<file path="config.mk">
export PLATFORM = sky130hd
export DESIGN_NAME = baud_gen_frac
export DESIGN_NICKNAME = d
export VERILOG_FILES = /design/src/rtl/baud_gen_frac.sv
export SDC_FILE = /design/constraint.sdc
export NUM_CORES = 1
export LEC_CHECK = 0
export BUFFER_PORTS_ARGS = -buffer_cell sky130_fd_sc_hd__buf_2
export CORE_ASPECT_RATIO = 0.5
export CORE_MARGIN = 8
export CORE_UTILIZATION = 45
export CTS_BUF_LIST = sky130_fd_sc_hd__clkbuf_8
export DETAILED_ROUTE_END_ITERATION = 10
export PLACE_DENSITY = 0.61
export SLEW_MARGIN = 20
export SYNTH_ARGS = -nofsm -noshare
export SYNTH_HDL_FRONTEND = slang
export SYNTH_SLANG_ARGS = --single-unit
</file>
<file path="constraint.sdc">
create_clock -name clk -period 5.8 [get_ports clk]
set_clock_uncertainty 0.2 [all_clocks]
set_input_delay 1.16 -clock clk [delete_from_list [all_inputs] [get_ports clk]]
set_output_delay 1.16 -clock clk [all_outputs]
set_load 0.005 [all_outputs]
</file>
<file path="src/rtl/baud_gen_frac.sv">
// Fractional baud-rate generator: a phase accumulator emits oversample ticks at
// baud_rate*OVS per clk_freq cycles on average, plus bit-boundary and mid-bit ticks.
module baud_gen_frac #(
  parameter int CLK_W  = 32,
  parameter int BAUD_W = 24,
  parameter int OVS    = 16
) (
  input  logic              clk,
  input  logic              rst_n,
  input  logic [CLK_W-1:0]  clk_freq,
  input  logic [BAUD_W-1:0] baud_rate,
  input  logic              enable,
  input  logic              resync,
  output logic              os_tick,
  output logic              bit_tick,
  output logic              mid_tick,
  output logic              cfg_err
);
  localparam int OVS_LG = $clog2(OVS);
  localparam int INC_W  = (BAUD_W + OVS_LG > CLK_W + 1) ? BAUD_W + OVS_LG : CLK_W + 1;

  logic [CLK_W-1:0]  shadow_clk, acc, acc_nxt;
  logic [BAUD_W-1:0] shadow_baud;
  logic [OVS_LG-1:0] os_cnt;
  logic [INC_W-1:0]  inc, inc_in;
  logic [CLK_W:0]    sum, sum_sub;
  logic              wrap, cfg_bad_in;

  assign inc    = INC_W'(shadow_baud) << OVS_LG;
  assign inc_in = INC_W'(baud_rate) << OVS_LG;

  // Evaluated on the values being shadowed so cfg_err always describes the live shadow.
  assign cfg_bad_in = (baud_rate == '0) || (clk_freq == '0) || (inc_in > INC_W'(clk_freq));

  // inc <= shadow_clk whenever accumulation runs, so the low CLK_W+1 bits hold it exactly.
  assign sum     = {1'b0, acc} + inc[CLK_W:0];
  assign wrap    = sum >= {1'b0, shadow_clk};
  assign sum_sub = sum - {1'b0, shadow_clk};
  assign acc_nxt = wrap ? sum_sub[CLK_W-1:0] : sum[CLK_W-1:0];

  always_ff @(posedge clk or negedge rst_n) begin
    if (!rst_n) begin
      shadow_clk  <= '0;
      shadow_baud <= '0;
      cfg_err     <= 1'b1;
      acc         <= '0;
      os_cnt      <= '0;
      os_tick     <= 1'b0;
      bit_tick    <= 1'b0;
      mid_tick    <= 1'b0;
    end else begin
      if (!enable) begin
        shadow_clk  <= clk_freq;
        shadow_baud <= baud_rate;
        cfg_err     <= cfg_bad_in;
      end
      if (resync || !enable || cfg_err) begin
        acc      <= '0;
        os_cnt   <= '0;
        os_tick  <= 1'b0;
        bit_tick <= 1'b0;
        mid_tick <= 1'b0;
      end else begin
        acc      <= acc_nxt;
        os_tick  <= wrap;
        bit_tick <= wrap && (os_cnt == OVS_LG'(OVS - 1));
        mid_tick <= wrap && (os_cnt == OVS_LG'(OVS / 2 - 1));
        if (wrap) os_cnt <= os_cnt + 1'b1;
      end
    end
  end
endmodule

</file>
==> impl_metrics.csv, run 1 <==
group,metric,value,unit
logic_synthesis,yosys_warnings,0,
worst_setup_path,startpoint,"shadow_baud[0]",
clock_tree,hold_buffers,0,
die,io_pins,64,
sta,final.setup.tns,0,ns
sta,max_slew_margin,40.5,%
logic_synthesis,yosys_register_bits,96,
cells_and_area,fin_area,0.00793,mm2
routing,vias,5999,
routing,drtPass1Iterations,5,
placement,gp_congestion,0.923,
sta,fin_crit_sh,92.4,%
logic_synthesis,ys.flop_type,"dfrtp_1",
clock_tree,h-tree-depth,3,
power,power,2.31,mW
routing,drt_wl_total,18700,um
logic_synthesis,postSynthAreaPerCell,8.91,um2
worst_setup_path,crit_path_end_kind,"register",
power,ir_worst_vdd,0.000157,V
power,leakagePower,3.90,nW
worst_setup_path,endpoint,"acc[12]",
sta,tightest_slew,0.884,ns
sta,fmax,0.187,GHz
die,die-area,0.0206,mm2
run,maxCapViolations,0,
worst_setup_path,cp-start-kind,"register",
sta,finalSetupViolCount,0,
cells_and_area,final_layout_size_suffix_gt1_share,14.9,%
clock_tree,path_clk_slew,0.10,ns
sta,finalHoldViolations,0,
grt,grt-ovfl-total,0,
worst_setup_path,cp.required,5.83,ns
logic_synthesis,synth_top_area_cell,"dfrtp_1",
routing,via_per_inst,5.58,
logic_synthesis,netlist_instances,812,
grt,grt_pass1_wl,30600,um
placement,port_buffers,63,
routing,routedWlPerCell,17.3,um
power,powerDensity,291,mW/mm2
worst_setup_path,critical_path_arrival,5.39,ns
worst_setup_path,rr_startpoint,"shadow_baud[0]",
worst_setup_path,r2r_slack,0.44,ns
logic_synthesis,ys_top_cells_by_area,"dfrtp_1 (33%), ha_1 (14%), a21oi_1 (5.6%)",
routing,drc,0,
die,fp.dieW,195,um
die,rows,32,
logic_synthesis,synthArstFlopShare,100,%
clock_tree,insertion_delay,0.37,ns
grt,antenna_found_initial,0,
worst_setup_path,critPathKind,"reg -> reg",
logic_synthesis,ys_seq_area_share,33.2,%
clock_tree,clockRootBuffer,"clkbuf_8",
die,start_util,46.4,%
clock_tree,cts_sinks,96,
worst_setup_path,path_max_fanout,33,
logic_synthesis,synthesis.nets,955,
grt,track_usage,18.2,%
clock_tree,postCtsSetupBuffers,0,
cells_and_area,areaGrowthSynthToFinish,9.56,%
clock_tree,clock_path_buffers,2,
cells_and_area,n_antenna_cell,0,
logic_synthesis,synth_top_area_share,32.9,%
grt,grt_max_degree,82,
worst_hold_path,hp-start,"os_cnt[3]",
placement,dp_hpwl,14800,um
sta,min_period,5.36,ns
logic_synthesis,synth_edf_count,0,
clock_tree,cts_tree,"yes",
logic_synthesis,netlist_area,0.00723,mm2
sta,rsz0062_at_grt,"no",
die,die_height,106,um
worst_setup_path,r2r_end,"acc[12]",
clock_tree,numCtsBuffers,9,
grt,grt_pass1_vias,6005,
clock_tree,ctsResizeCount,0,
routing,drtIter0Drc,347,
logic_synthesis,synth_cell_type_count,62,
placement,placed_cell_area,0.00773,mm2
worst_setup_path,ff2ff_path_depth,20,
routing,ant_nets,0,
sta,drv_slew,0,
die,core_area,0.0156,mm2
worst_hold_path,hold_class,"reg -> reg",
cells_and_area,fin_nets,1011,
outcome,status,"finished, final reports clean",
==> where the power goes <==
group / leakage, nW / switching (mW) / internal (mW) / total, mW
Combinational: 2.60 / 0.638 / 0.462 / 1.10
Clock: 0.0915 / 0.255 / 0.199 / 0.454
Sequential: 1.21 / 0.0293 / 0.723 / 0.753
==> cells in the mapped netlist, types with 14 or more instances <==
library cell  count
a21o_1           23
a21oi_1          81
clkbuf_1         14
dfrtp_1          95
ha_1             81
inv_1            66
mux2_2           32
nand2_1          58
nand3_1          17
nand4_1          16
nor2_1           70
nor4_1           16
o21ai_0          55
xnor2_1          33
xor2_1           22
==> how the worst min path moves through the flow <==
stage,end,slack [ns],depth (start not counted)
2_1_floorplan,mid_tick,0.23,1
3_3_place_gp,mid_tick,0.25,1
3_5_place_dp,mid_tick,0.26,1
4_1_cts,mid_tick,0.26,1
5_1_grt,mid_tick,0.31,1
6_report,mid_tick,0.26,1
==> sequential cells by signal, indices dropped and copies added (netlist names) <==
register	flops
os_tick	1
acc	32
mid_tick	1
bit_tick	1
cfg_err	1
shadow_baud	24
shadow_clk	32
os_cnt	4
==> critical path, stage by stage (launching register included) <==
cell and delay, ns:
dfrtp_1 0.39, ha_1 0.20, fa_1 0.41, a21oi_1 0.20, nor2_1 0.11, o311ai_2 0.51, a21oi_1 0.13, nor3b_1 0.39
o211ai_1 0.16, a21oi_1 0.19, xnor2_1 0.17, ha_1 0.34, a21o_1 0.19, a21o_1 0.16, a21o_1 0.20, a21oi_1 0.13
o21ai_0 0.14, nor3b_4 0.28, buf_4 0.39, mux2i_1 0.23, nor2_1 0.05
==> cells in the final DEF (no fill, tap or decap), types with 7 or more instances in the layout <==
cell | synthesis | routed
inv_1 | 66 | 66
xnor2_1 | 33 | 33
and3_1 | 7 | 7
nor2b_1 | 11 | 11
nand3_1 | 17 | 17
nand2b_1 | 9 | 9
o21a_1 | 10 | 10
nand4_1 | 16 | 16
xor2_1 | 22 | 22
dfrtp_1 | 95 | 95
o21ai_0 | 55 | 55
mux2_2 | 32 | 32
clkbuf_8 | 0 | 9
nand2_1 | 58 | 58
a21o_1 | 23 | 23
ha_1 | 81 | 81
buf_2 | 2 | 62
nor4_1 | 16 | 16
a21oi_1 | 81 | 81
nor2_1 | 70 | 70
==> per-layer routing <==
metal / routed length, um / up-vias / GRT usage, %
li1: - / 2996 / -
met1: 9240 / 2862 / 25.2
met2: 8270 / 122 / 28.8
met3: 896 / 19 / 3.90
met4: 256 / 0 / 4.30
met5: 0 / - / 0
==> area by class of cell <==
class	count	area (um2)
fill	1488	7650
sequential	96	2400
timing repair buffer	67	348
clock inverter	6	71.3
tap	204	255
clock buffer	9	124
inverter	67	251
multi-input combinational	627	4470
==> kinds of logic (layout without fill, tap and decap cells) <==
group           after synthesis  count (layout)  synth area share, %
xor+xnor                     55              55                 6.66
simple gates                232             232                 15.6
mux                          38              38                 5.81
fa+ha+maj                    83              83                 14.6
flops                        96              96                 33.2
compound gates              219             219                 19.1
buf+inv                      89             149                 5.03
==> stage by stage <==
step / cells / utilization (%) / hold WS, ns / setup slack, ns
final: 1076 / 50.9 / 0.263 / 0.441
after detailed placement: 1061 / 49.6 / 0.255 / 0.523
after global placement: 1061 / 49.6 / 0.246 / 0.619
after floorplan: 812 / - / 0.232 / 1.22
after CTS: 1076 / 50.9 / 0.264 / 0.483
after global routing: 1076 / 50.9 / 0.306 / 0.0271
(Power assumes the default switching activity.)
==> run 2: changes to the inputs <==
- clock period: 5.8 -> 6.4 ns (I/O delays scaled with it)
==> impl_metrics.csv, run 2 (synthesis results as in run 1) <==
group,metric,value,unit
sta,fmax,0.180,GHz
routing,routedWlPerCell,17.5,um
worst_setup_path,cp-start-kind,"register",
worst_hold_path,hold_path_depth,1,
clock_tree,cts_tree,"yes",
worst_hold_path,hold_end,"mid_tick",
die,io_pins,64,
clock_tree,clock_path_buffers,2,
worst_setup_path,r2r_end,"acc[24]",
routing,vias,5930,
sta,rsz0062_at_grt,"no",
sta,min_period,5.56,ns
sta,final.setup.tns,0,ns
outcome,status,"finished, final reports clean",
power,ir_worst_vdd,0.000119,V
placement,dp_hpwl,15000,um
sta,max_slew_margin,42.0,%
worst_setup_path,r2r_slack,0.84,ns
die,fp.dieW,195,um
sta,finalSetupViolCount,0,
power,powerDensity,261,mW/mm2
grt,grt_pass1_wl,30600,um
power,leakagePower,3.90,nW
die,die-area,0.0206,mm2
worst_hold_path,hold_class,"reg -> reg",
sta,postLayoutSetupSlackWorst,0.842,ns
grt,track_usage,18.3,%
routing,ant_nets,0,
grt,antenna_found_initial,0,
clock_tree,ctsResizeCount,0,
routing,drtIter0Drc,386,
cells_and_area,final_layout_size_suffix_gt1_share,14.9,%
cells_and_area,most-common-layout-cells,"dfrtp_1 (95), a21oi_1 (81), ha_1 (81)",
routing,drt_wl_total,18800,um
cells_and_area,final_common_cell,"dfrtp_1",
die,rows,32,
cells_and_area,areaGrowthSynthToFinish,9.32,%
cells_and_area,n_antenna_cell,0,
die,core_area,0.0156,mm2
die,die_height,106,um
sta,drv_slew,0,
cells_and_area,final-instance-count-excl-fill,1077,
routing,drtPass1Iterations,5,
worst_setup_path,ff2ff_path_depth,21,
clock_tree,clockRootBuffer,"clkbuf_8",
sta,finalHoldViolations,0,
grt,grt_pass1_vias,5921,
grt,grt-ovfl-total,0,
clock_tree,h-tree-depth,3,
routing,via_per_inst,5.51,
clock_tree,postCtsSetupBuffers,0,
cells_and_area,top_regs,"acc x32, shadow_clk x32, shadow_baud x24",
placement,port_buffers,63,
sta,holdWs,0.273,ns
run,maxCapViolations,0,
clock_tree,insertion_delay,0.38,ns
sta,tightest_slew,0.861,ns
clock_tree,numCtsBuffers,9,
worst_setup_path,path_max_fanout,33,
placement,placed_cells,1061,
clock_tree,cts_sinks,96,
worst_setup_path,critical_path_arrival,5.59,ns
worst_setup_path,crit_path_end_kind,"register",
grt,grt_max_degree,82,
worst_setup_path,cp.required,6.44,ns
placement,gp_congestion,0.915,
clock_tree,path_clk_slew,0.10,ns
cells_and_area,fin_nets,1011,
worst_setup_path,rr_startpoint,"acc[4]",
routing,drc,0,
sta,fin_crit_sh,86.8,%
worst_setup_path,critPathKind,"reg -> reg",
clock_tree,hold_buffers,0,
worst_hold_path,hp-start,"os_cnt[3]",
placement,dp_slack,0.946,ns
die,start_util,46.4,%
## run 2: cell count changes in the layout (fill, tap and decap cells not counted), sizes merged
| cell | change |
|---|---|
| bufinv | -1 |
| inv | +4 |
| clkinv | -2 |
## run 2: worst max-delay path: stages (launching register included)
cell      delay (ns)
dfrtp_1         0.38
ha_1            0.22
fa_1            0.41
a21oi_1         0.19
nor2_1          0.10
o311ai_2        0.53
a21oi_1         0.15
nor3b_1         0.40
o211ai_1        0.16
a21oi_1         0.21
xnor2_1         0.18
ha_1            0.35
a21o_1          0.19
a21o_1          0.17
a21o_1          0.21
a21oi_1         0.12
o21ai_0         0.14
nor3b_4         0.20
buf_4           0.23
buf_4           0.37
mux2i_1         0.25
nor2_1          0.06
## run 2: cell type report
cell class | count | area (um2)
fillers | 1506 | 7670
clock inverters | 7 | 53.8
clock buffers | 9 | 124
repair buffers | 67 | 348
multi-input cells | 627 | 4470
inverters | 67 | 251
well taps | 204 | 255
flip-flops and latches | 96 | 2400
## run 2: where the power goes
part	internal [mW]	total, mW	switching (mW)	leakage, nW
sequential	0.656	0.682	0.0266	1.21
clock	0.145	0.380	0.235	0.0880
combinational	0.419	0.999	0.580	2.60
## run 2: metrics by stage
step | utilization [%] | instance area (um2) | power (mW)
final | 50.8 | 7910 | 2.06
after global routing | 50.8 | 7910 | 2.22
after CTS | 50.8 | 7910 | 2.07
after detailed placement | 49.6 | 7730 | 1.68
after global placement | 49.6 | 7730 | 1.67
after floorplan | - | 7230 | 1.45
## run 2: how the worst max path moves through the flow
stage               slack (ns)      end  cells past startpoint  startpoint
floorplan                 1.82   acc[1]                     22      acc[4]
global placement          1.07  acc[12]                     21      acc[4]
detailed placement        0.95  acc[24]                     21      acc[4]
CTS                       0.91  acc[24]                     21      acc[4]
global route              0.42  acc[24]                     21      acc[4]
finish                    0.84  acc[24]                     21      acc[4]
## run 2: metal layers
metal	wire [um]	GRT usage (%)	up-vias
li1	-	-	2986
met1	9490	26.2	2790
met2	8090	27.8	133
met3	918	3.59	21
met4	313	4.57	0
met5	0	0	-
